**src/rtl/pulse_meter.sv**
```systemverilog
// Measures the high time, low time and period of an asynchronous waveform in clock
// cycles, and reports each completed period with a one-cycle valid strobe.
module pulse_meter #(
    parameter int WIDTH = 8
) (
    input  logic             clock,
    input  logic             reset,
    input  logic             signal_in,
    output logic [WIDTH-1:0] high_len,
    output logic [WIDTH-1:0] low_len,
    output logic [WIDTH:0]   period_len,
    output logic             valid,
    output logic             overflow,
    output logic [WIDTH-1:0] pulse_count
);

    typedef enum logic [1:0] {
        IDLE,
        ARMED,
        MEAS_HIGH,
        MEAS_LOW
    } state_t;

    localparam logic [WIDTH-1:0] CNT_MAX = '1;
    localparam logic [WIDTH-1:0] CNT_ONE = WIDTH'(1);

    state_t           state, state_next;
    logic             s1, s2, s3;
    logic [1:0]       fill;
    logic [WIDTH-1:0] hcnt, lcnt, hcnt_next, lcnt_next;
    logic             rise, fall, report, sat_hit;

    assign rise = s2 & ~s3;
    assign fall = ~s2 & s3;

    always_comb begin
        state_next = state;
        hcnt_next  = hcnt;
        lcnt_next  = lcnt;
        report     = 1'b0;
        sat_hit    = 1'b0;
        case (state)
            // s2 is only trusted once real samples have reached it; the zeroed
            // synchronizer must not pose as a low level at reset release.
            IDLE: begin
                if (fill[1] && !s2) begin
                    state_next = ARMED;
                end
            end
            ARMED: begin
                if (rise) begin
                    state_next = MEAS_HIGH;
                    hcnt_next  = CNT_ONE;
                end
            end
            MEAS_HIGH: begin
                if (s2) begin
                    if (hcnt == CNT_MAX) begin
                        sat_hit = 1'b1;
                    end else begin
                        hcnt_next = hcnt + 1'b1;
                    end
                end else if (fall) begin
                    state_next = MEAS_LOW;
                    lcnt_next  = CNT_ONE;
                end
            end
            MEAS_LOW: begin
                if (!s2) begin
                    if (lcnt == CNT_MAX) begin
                        sat_hit = 1'b1;
                    end else begin
                        lcnt_next = lcnt + 1'b1;
                    end
                end else if (rise) begin
                    state_next = MEAS_HIGH;
                    hcnt_next  = CNT_ONE;
                    report     = 1'b1;
                end
            end
            default: state_next = IDLE;
        endcase
    end

    always_ff @(posedge clock) begin
        if (!reset) begin
            s1          <= 1'b0;
            s2          <= 1'b0;
            s3          <= 1'b0;
            fill        <= '0;
            state       <= IDLE;
            hcnt        <= '0;
            lcnt        <= '0;
            high_len    <= '0;
            low_len     <= '0;
            period_len  <= '0;
            pulse_count <= '0;
            valid       <= 1'b0;
            overflow    <= 1'b0;
        end else begin
            s1    <= signal_in;
            s2    <= s1;
            s3    <= s2;
            fill  <= {fill[0], 1'b1};
            state <= state_next;
            hcnt  <= hcnt_next;
            lcnt  <= lcnt_next;
            valid <= report;
            if (sat_hit) begin
                overflow <= 1'b1;
            end
            if (report) begin
                high_len    <= hcnt;
                low_len     <= lcnt;
                period_len  <= {1'b0, hcnt} + {1'b0, lcnt};
                pulse_count <= pulse_count + 1'b1;
            end
        end
    end

endmodule

```
**config.mk**
```make
export PLATFORM = sky130hd
export DESIGN_NAME = pulse_meter
export DESIGN_NICKNAME = d
export VERILOG_FILES = /design/src/rtl/pulse_meter.sv
export SDC_FILE = /design/constraint.sdc
export NUM_CORES = 1
export LEC_CHECK = 0
export CAP_MARGIN = 30
export CORE_ASPECT_RATIO = 0.9
export CORE_MARGIN = 2
export CORE_UTILIZATION = 45
export DETAILED_ROUTE_END_ITERATION = 12
export PLACE_DENSITY = 0.65
export SYNTH_ARGS = -nofsm -noshare
export SYNTH_HDL_FRONTEND = slang
export SYNTH_SLANG_ARGS = --single-unit
```
**constraint.sdc**
```tcl
create_clock -name clock -period 4.3 [get_ports clock]
set_clock_uncertainty 0.2 [all_clocks]
set_input_delay 0.86 -clock clock [delete_from_list [all_inputs] [get_ports clock]]
set_output_delay 0.86 -clock clock [all_outputs]
set_load 0.05 [all_outputs]
```
==> metrics.md, run 1 <==
| Metric | Value |
|---|---|
| Clock sink count | `58` |
| CP Depth | `1` |
| Synth unique cells | `54` |
| Post-DP HPWL | `4.03 mm` |
| First-pass GRT wire length | `9.97 mm` |
| RD Place Congestion | `0.843` |
| Sequential fraction of the synthesis area | `43.2%` |
| Crit-path leading delay family | `buffers and inverters` |
| M1 GR Usage | `25.5%` |
| Post-CTS Setup Bufs | `0` |
| Combinational power share | `1.9%` |
| P_int | `0.825 mW` |
| Register share of total power | `51.8%` |
| Max Slew Vio Count | `0` |
| Initial Utilization | `46.9%` |
| CTS resizes | `0` |
| Hold Crit Depth | `1` |
| Port Buf Inserts | `37` |
| P_sw | `0.228 mW` |
| Routed Antenna Nets | `0` |
| Ys flop type | `dfxtp_1` |
| Worst setup path start | `pulse_count[0]$_SDFFE_PN0P_` |
| Worst-skew pair later-pin latency | `330 ps` |
| Die Ht | `a little under 80 um` |
| Multi-input gate area | `roughly 1400 um^2` |
| R2R Path Start | `lcnt[0]$_SDFFE_PN0P_` |
| Minimum clock period | `2660 ps` |
| Crit Path Max Fanout | `6` |
| Worst EP required | `3240 ps` |
| Power per cell area | `321 nW/um^2` |
| Final setup violation count | `0` |
| Actual slew at the worst max-slew pin | `about 780 ps` |
| WS Path Type | `flop to output pin` |
| Post-Syn Area | `2690 um^2` |
| Pre-antenna DRT Iters | `4` |
| Reg clk slew, reported paths | `70 ps` |
| RSZ-0062 raised after global routing | `no` |
| Slowest stage cell, crit path | `clkdlybuf4s50_1` |
| Maximum vdd drop | `0.245 mV` |
| Post-Syn Nets | `between 300 and 400` |
| Top Usage Layer GRT | `met2` |
| I/O pin total | `38` |
| Critical Path Start Type | `flop` |
| Share of post-route cells with drive strength above 1 | `8.00%` |
| Core ar. | `5730 um^2` |
| Final hold violation count | `0` |
| CTS H-Tree Depth | `3` |
| Vias per inst | `5.35` |
| Post-synthesis cell count | `310` |
| Fmax | `between 300 and 400 MHz` |
| Switching share of power | `roughly 22%` |
| ANT cells | `0` |
| Initial antenna violation count | `0` |
| Grt total ovfl | `0` |
| Final Core Density | `57.3%` |
| 1st-iter DRT viols | `117` |
| Clock Power Share | `46.3%` |
| Post-CTS Hold Buffers | `0` |
| Nets | `361` |
| Number of synthesized flops with an enable pin | `0` |
| Via count | `2,249` |
| Crit path DAT | `1600 ps` |
| Register area | `1160 um^2` |
| Met3 usage | `6.89%` |
| Die ar. | `6600 um^2` |
| Rows | `26` |
| Total Routing Usage GR | `19.3%` |
| Critical-path cell list | `clkdlybuf4s50_1` |
| Synth Area per Inst | `8.67 um^2` |
| GRT met2 Usage | `29.4%` |
| Residual DRC count | `0` |
| Max Cap Viol | `0` |
| TNS Setup | `0 ps` |
| Max-slew headroom | `47.6%` |
| FILL cells | `537` |
| Routed len/inst | `between 10 and 15 um` |
| CTS Buffer Depth | `2` |
| Post-synth ARST share | `0%` |
| Area Growth Syn to Fin | `22.2%` |
| Status | `finished clean` |
| Tcrit/Tclk final | `61.8%` |
| Largest net degree at the start of global routing | `between 40 and 50` |
| Ys Warns | `0` |
| R2r worst-path depth | `8` |
| Slowest stage delay, CP | `roughly 840 ps` |
| Critical hold path startpoint | `fill[0]$_DFF_P_` |
| Leak Pwr | `roughly 1.2 nW` |
| Crit path capture type | `output pin` |
| Worst hold-check path type | `flop to flop` |
| Vias in the first global route | `2,072` |
| CP Buf/Inv Count | `1` |
| Die width | `between 80 and 90 um` |
| CTS tree | `yes` |
| Count of state elements after synthesis | `between 50 and 60` |
| Num CTS Buffers | `9` |
| Root Driver | `clkbuf_8` |
| Routed WL | `5.89 mm` |
-- placed cells by master, fill, tap and decap left out, types with 2 or more instances in the layout --
cell type and count:
and3_1 6, nor4_1 2, inv_1 4, buf_4 2, a21oi_1 28, nand2b_1 2, dfxtp_1 58, nor2b_1 5
and3_4 2, nor3_1 4, o22ai_1 2, o211ai_1 3, o21a_1 4, a211oi_1 5, nand2_1 51, clkinv_2 2
nand3_1 11, and2_1 8, o21ai_1 3, nor2_1 27, a32o_1 3, a211o_1 2, clkinvlp_4 2, nand4_1 7
nor3b_1 3, ha_1 11, clkbuf_8 10, xor2_1 11, a21o_1 3, o21ai_0 6, clkdlybuf4s50_1 37, o31a_1 2
-- cells by family after synthesis --
logic type	Yosys count	synth area share (%)
AOI/OAI and AO/OA	67	16.5
DFF	58	43.2
and+or+nand+nor	139	25.9
adders and majority gates	12	5.87
xor gates and xnor gates	12	3.91
muxes	3	1.35
buffers and inverters	19	3.26
-- state kept, by name, summed over array words and instances (netlist names) --
name,cells
hcnt,8
s2,1
high_len,8
state,2
period_len,9
low_len,8
lcnt,8
s1,1
s3,1
pulse_count,8
valid,1
fill,2
overflow,1
-- final timing paths --
path / to / slack [ps]
worst min register to register: fill[1]$_SDFF_PN0_ / 230
worst min-delay path: fill[1]$_SDFF_PN0_ / 230
worst max-delay path: pulse_count[0] / 1640
worst max register to register: period_len[6]$_SDFFE_PN0P_ / 2010
-- per-stage QoR --
stage	hold WS (ps)	setup WS, ps	cells	power, mW	cell area, um^2
floorplan	212	2280	310	0.571	2690
global placement	214	1740	405	0.578	3090
detailed placement	217	1720	405	0.578	3090
CTS	234	1620	420	1.07	3280
global route	257	1570	420	1.09	3280
finish	232	1640	420	1.05	3280
-- Yosys cell counts, types with 2 or more instances --
library cell	number	area [um^2]
nand4_1	7	43.8
ha_1	11	138
nor3_1	4	20.0
o31a_1	2	17.5
o21ai_0	6	30.0
nor3b_1	3	22.5
a21o_1	3	22.5
and3_1	6	37.5
dfxtp_1	58	1160
o21ai_1	3	15.0
nor4_1	2	12.5
nand3_1	11	55.1
a21oi_1	28	140
buf_2	4	20.0
a211o_1	2	17.5
nor2_1	27	101
nor2b_1	5	31.3
and2_1	8	50.1
and3_4	2	22.5
o21a_1	4	30.0
xor2_1	11	96.3
inv_1	4	15.0
nand2_1	51	191
o22ai_1	2	12.5
a32o_1	3	30.0
nand2b_1	2	12.5
a211oi_1	5	37.5
o211ai_1	3	22.5
clkbuf_1	8	30.0
-- routing by layer --
layer	up-vias	share of wire (%)
met1	1023	49
met2	53	44
met4	0	1.4
met3	6	5.3
met5	-	0
li1	1167	-
-- layout make-up --
class	instances	area share (%)
multi-input combinational	233	43.8
sequential	58	35.4
timing repair buffer	39	11.7
clock buffer	10	4.19
tap	70	2.67
clock inverter	5	1.68
inverter	5	0.572
-- power by group through the flow --
| stage | Combinational [mW] | Sequential [mW] | Clock (mW) |
|---|---|---|---|
| 3_3_place_gp | 0.0206 | 0.557 | 0 |
| 2_1_floorplan | 0.0171 | 0.554 | 0 |
| 5_1_grt | 0.0228 | 0.545 | 0.527 |
| 3_5_place_dp | 0.0206 | 0.557 | 0 |
| 6_report | 0.0202 | 0.545 | 0.488 |
| 4_1_cts | 0.0207 | 0.545 | 0.503 |
(Power assumes the default switching activity.)
==> run 2, diff against run 1 <==
--- a/config.mk
+++ b/config.mk
@@ -10,7 +10,7 @@
 export CORE_MARGIN = 2
 export CORE_UTILIZATION = 45
 export DETAILED_ROUTE_END_ITERATION = 12
-export PLACE_DENSITY = 0.65
+export PLACE_DENSITY = 0.67
 export SYNTH_ARGS = -nofsm -noshare
 export SYNTH_HDL_FRONTEND = slang
 export SYNTH_SLANG_ARGS = --single-unit
==> constraint.sdc (replaced) <==
create_clock -name clock -period 2.15 [get_ports clock]
set_clock_uncertainty 0.2 [all_clocks]
set_input_delay 0.43 -clock clock [delete_from_list [all_inputs] [get_ports clock]]
set_output_delay 0.43 -clock clock [all_outputs]
set_load 0.05 [all_outputs]
==> run 2 against run 1 <==
Combinational power grew to 2.6 times the previous value. Non-clock buffer count is 18 higher. Critical path depth stayed put. Sequential share of layout area down 2.0 points. Global-route usage grew 0.36 points. Flip-flop and latch count unchanged. Count of clock-buffer cells in the layout is the same. Clock power rose by 140%. Design area up 6.3%. Via count rose by 4.2%. Critical path type unchanged. Largest power group is now the clock network. Highest routed layer unchanged.
==> metrics.md, run 2 (same netlist as run 1, synthesis figures left out) <==
| Metric | Value |
|---|---|
| Status | `finished clean` |
| Pre-antenna DRT Iters | `4 (unchanged)` |
| 1st-iter DRT viols | `110 (-6.0%)` |
| Leak Pwr | `1.67 nW (+38%)` |
| Tcrit/Tclk final | `97.3%` |
| Rows | `26 (unchanged)` |
| Vias in the first global route | `2,088 (+0.77%)` |
| FILL cells | `545 (+1.5%)` |
| Slowest stage delay, CP | `800 ps (-40 ps)` |
| Fmax | `about 480 MHz` |
| CTS Buffer Depth | `2 (unchanged)` |
| Final Core Density | `60.9% (+3.6 points)` |
| CP Buf/Inv Count | `1 (unchanged)` |
| Max-slew headroom | `64.8% (+17 points)` |
| Max reg flops | `9 (unchanged)` |
| R2R Path Start | `hcnt[0]$_SDFFE_PN0P_` |
| Post-CTS Hold Buffers | `0 (unchanged)` |
| CP Depth | `1 (unchanged)` |
| RSZ-0062 raised after global routing | `yes` |
| Reg with most FFs | `period_len` |
| Final hold violation count | `0 (unchanged)` |
| CTS H-Tree Depth | `3 (unchanged)` |
| Root Driver | `clkbuf_8` |
| TNS Setup | `0 ps (unchanged)` |
| Crit-path leading delay family | `buffers and inverters` |
| Maximum vdd drop | `0.528 mV (+120%)` |
| WS Path Type | `flop to output pin` |
| Core ar. | `5730 um^2 (unchanged)` |
| Slowest stage cell, crit path | `clkdlybuf4s50_1` |
| Commonest non-fill, non-tap cells in the layout | `dfxtp_1 (56), nand2_1 (51), buf_4 (29)` |
| Worst hold-check path type | `flop to flop` |
| Area Growth Syn to Fin | `29.9%` |
| Final setup violation count | `0 (unchanged)` |
| Power per cell area | `668 nW/um^2 (+110%)` |
| Finished Cell Area | `3490 um^2 (+6.3%)` |
| Die ar. | `6600 um^2 (unchanged)` |
| Routed len/inst | `14.1 um (+0.94%)` |
| Worst EP required | `1520 ps (-1720 ps)` |
| Post-DP HPWL | `4.48 mm (+11%)` |
| R2r worst-path depth | `8 (unchanged)` |
| Commonest non-fill, non-tap cell in the layout | `dfxtp_1` |
| Final critical-path setup slack | `58.1 ps (-1580 ps)` |
| Actual slew at the worst max-slew pin | `527 ps (-258 ps)` |
| Worst setup path start | `low_len[6]$_SDFFE_PN0P_` |
| Share of post-route cells with drive strength above 1 | `16.3% (+8.3 points)` |
| Clock sink count | `58 (unchanged)` |
| Crit path capture type | `output pin` |
| Die width | `85.4 um (unchanged)` |
| Crit Path Max Fanout | `2 (-4)` |
| R2R Setup Slk | `80 ps (-1930 ps)` |
| Minimum clock period | `2090 ps` |
| Critical hold path startpoint | `fill[0]$_DFF_P_` |
| I/O pin total | `38 (unchanged)` |
| Vias per inst | `5.34 (-0.29%)` |
| Critical-path cell list | `clkdlybuf4s50_1` |
| Num CTS Buffers | `9 (unchanged)` |
| CTS tree | `yes` |
| Reg clk slew, reported paths | `70 ps (about the same)` |
| Residual DRC count | `0 (unchanged)` |
| First-pass GRT wire length | `10.1 mm (+1.4%)` |
| Setup slack after placement | `45.5 ps (-1670 ps)` |
| Routed Antenna Nets | `0 (unchanged)` |
| Critical Path Start Type | `flop` |
| Max Cap Viol | `0 (unchanged)` |
| Total Routing Usage GR | `19.6% (+0.36 points)` |
| Port Buf Inserts | `37 (unchanged)` |
| Initial Utilization | `46.9% (unchanged)` |
| Largest net degree at the start of global routing | `23 (-51%)` |
| Routed WL | `6.21 mm (+5.5%)` |
| Post-DP Area | `3200 um^2 (+3.4%)` |
| Die Ht | `77.3 um (unchanged)` |
| ANT cells | `0 (unchanged)` |
| Initial antenna violation count | `0 (unchanged)` |
| RD Place Congestion | `0.825 (-2.1%)` |
| Crit path DAT | `1460 ps (-140 ps)` |
| Grt total ovfl | `0 (unchanged)` |
| Via count | `2,344 (+4.2%)` |
| CP endpoint | `low_len[6]` |
| Nets | `379 (+5.0%)` |
| Final hold slack | `231 ps (-0.549 ps)` |
| Worst-skew pair later-pin latency | `330 ps (about the same)` |
| Reg-to-Reg End | `period_len[6]$_SDFFE_PN0P_` |
| Max Slew Vio Count | `0 (unchanged)` |
run 2: changes by cell type in the layout (fill, tap and decap cells not counted), moves of 2 or more:
cell / before / now
buf_4: 2 / 29
bufinv_16: 1 / 3
clkdlybuf4s50_1: 37 / 9
clkinvlp_4: 2 / 0
dfxtp_1: 58 / 56
dfxtp_2: 0 / 2
dlygate4sd2_1: 0 / 2
dlymetal6s2s_1: 0 / 17
run 2: timing repair:
action	in CTS	in global routing
buffers inserted	0	1
gates resized for setup	2	22
setup endpoints to repair	2	19
pin swaps	0	2
hold endpoints to repair	0	0
run 2: cell type report:
| class | count | area (um^2) | area share, % |
|---|---|---|---|
| Inverter | 5 | 18.8 | 0.538 |
| Clock inverter | 6 | 105 | 3.01 |
| Tap cell | 70 | 87.6 | 2.51 |
| Timing Repair Buffer | 57 | 538 | 15.4 |
| Sequential cell | 58 | 1160 | 33.4 |
| Multi-Input combinational cell | 233 | 1450 | 41.5 |
| Clock buffer | 10 | 128 | 3.66 |
run 2: metal layers:
layer	wire length [um]	GRT usage, %	part of all wire [%]
met5	0	0	0
met4	35	4.76	0.56
met3	425	7.21	6.8
met2	2840	30.7	46
met1	2910	25.7	47
run 2: metrics by stage:
stage | std cells | power [mW]
final | 439 | 2.33
after global routing | 439 | 2.42
after CTS | 438 | 2.36
after detailed placement | 422 | 1.16
after global placement | 422 | 1.16
after floorplan | 310 | 1.14
run 2: worst min-delay path by stage:
stage	endpoint	slack (ps)	depth (start not counted)
global placement	fill[1]$_SDFF_PN0_	210	1
detailed placement	fill[1]$_SDFF_PN0_	220	1
finish	fill[1]$_SDFF_PN0_	230	1
CTS	fill[1]$_SDFF_PN0_	240	1
global route	s2$_SDFF_PN0_	250	1
floorplan	fill[1]$_SDFF_PN0_	210	1
run 2: where the power goes:
part	total [mW]	internal [mW]	leakage (nW)	switching [mW]
Sequential	1.09	1.08	0.469	0.00728
Clock	1.19	0.764	0.120	0.428
Combinational	0.0521	0.0212	1.08	0.0309
Total	2.33	1.87	1.67	0.466
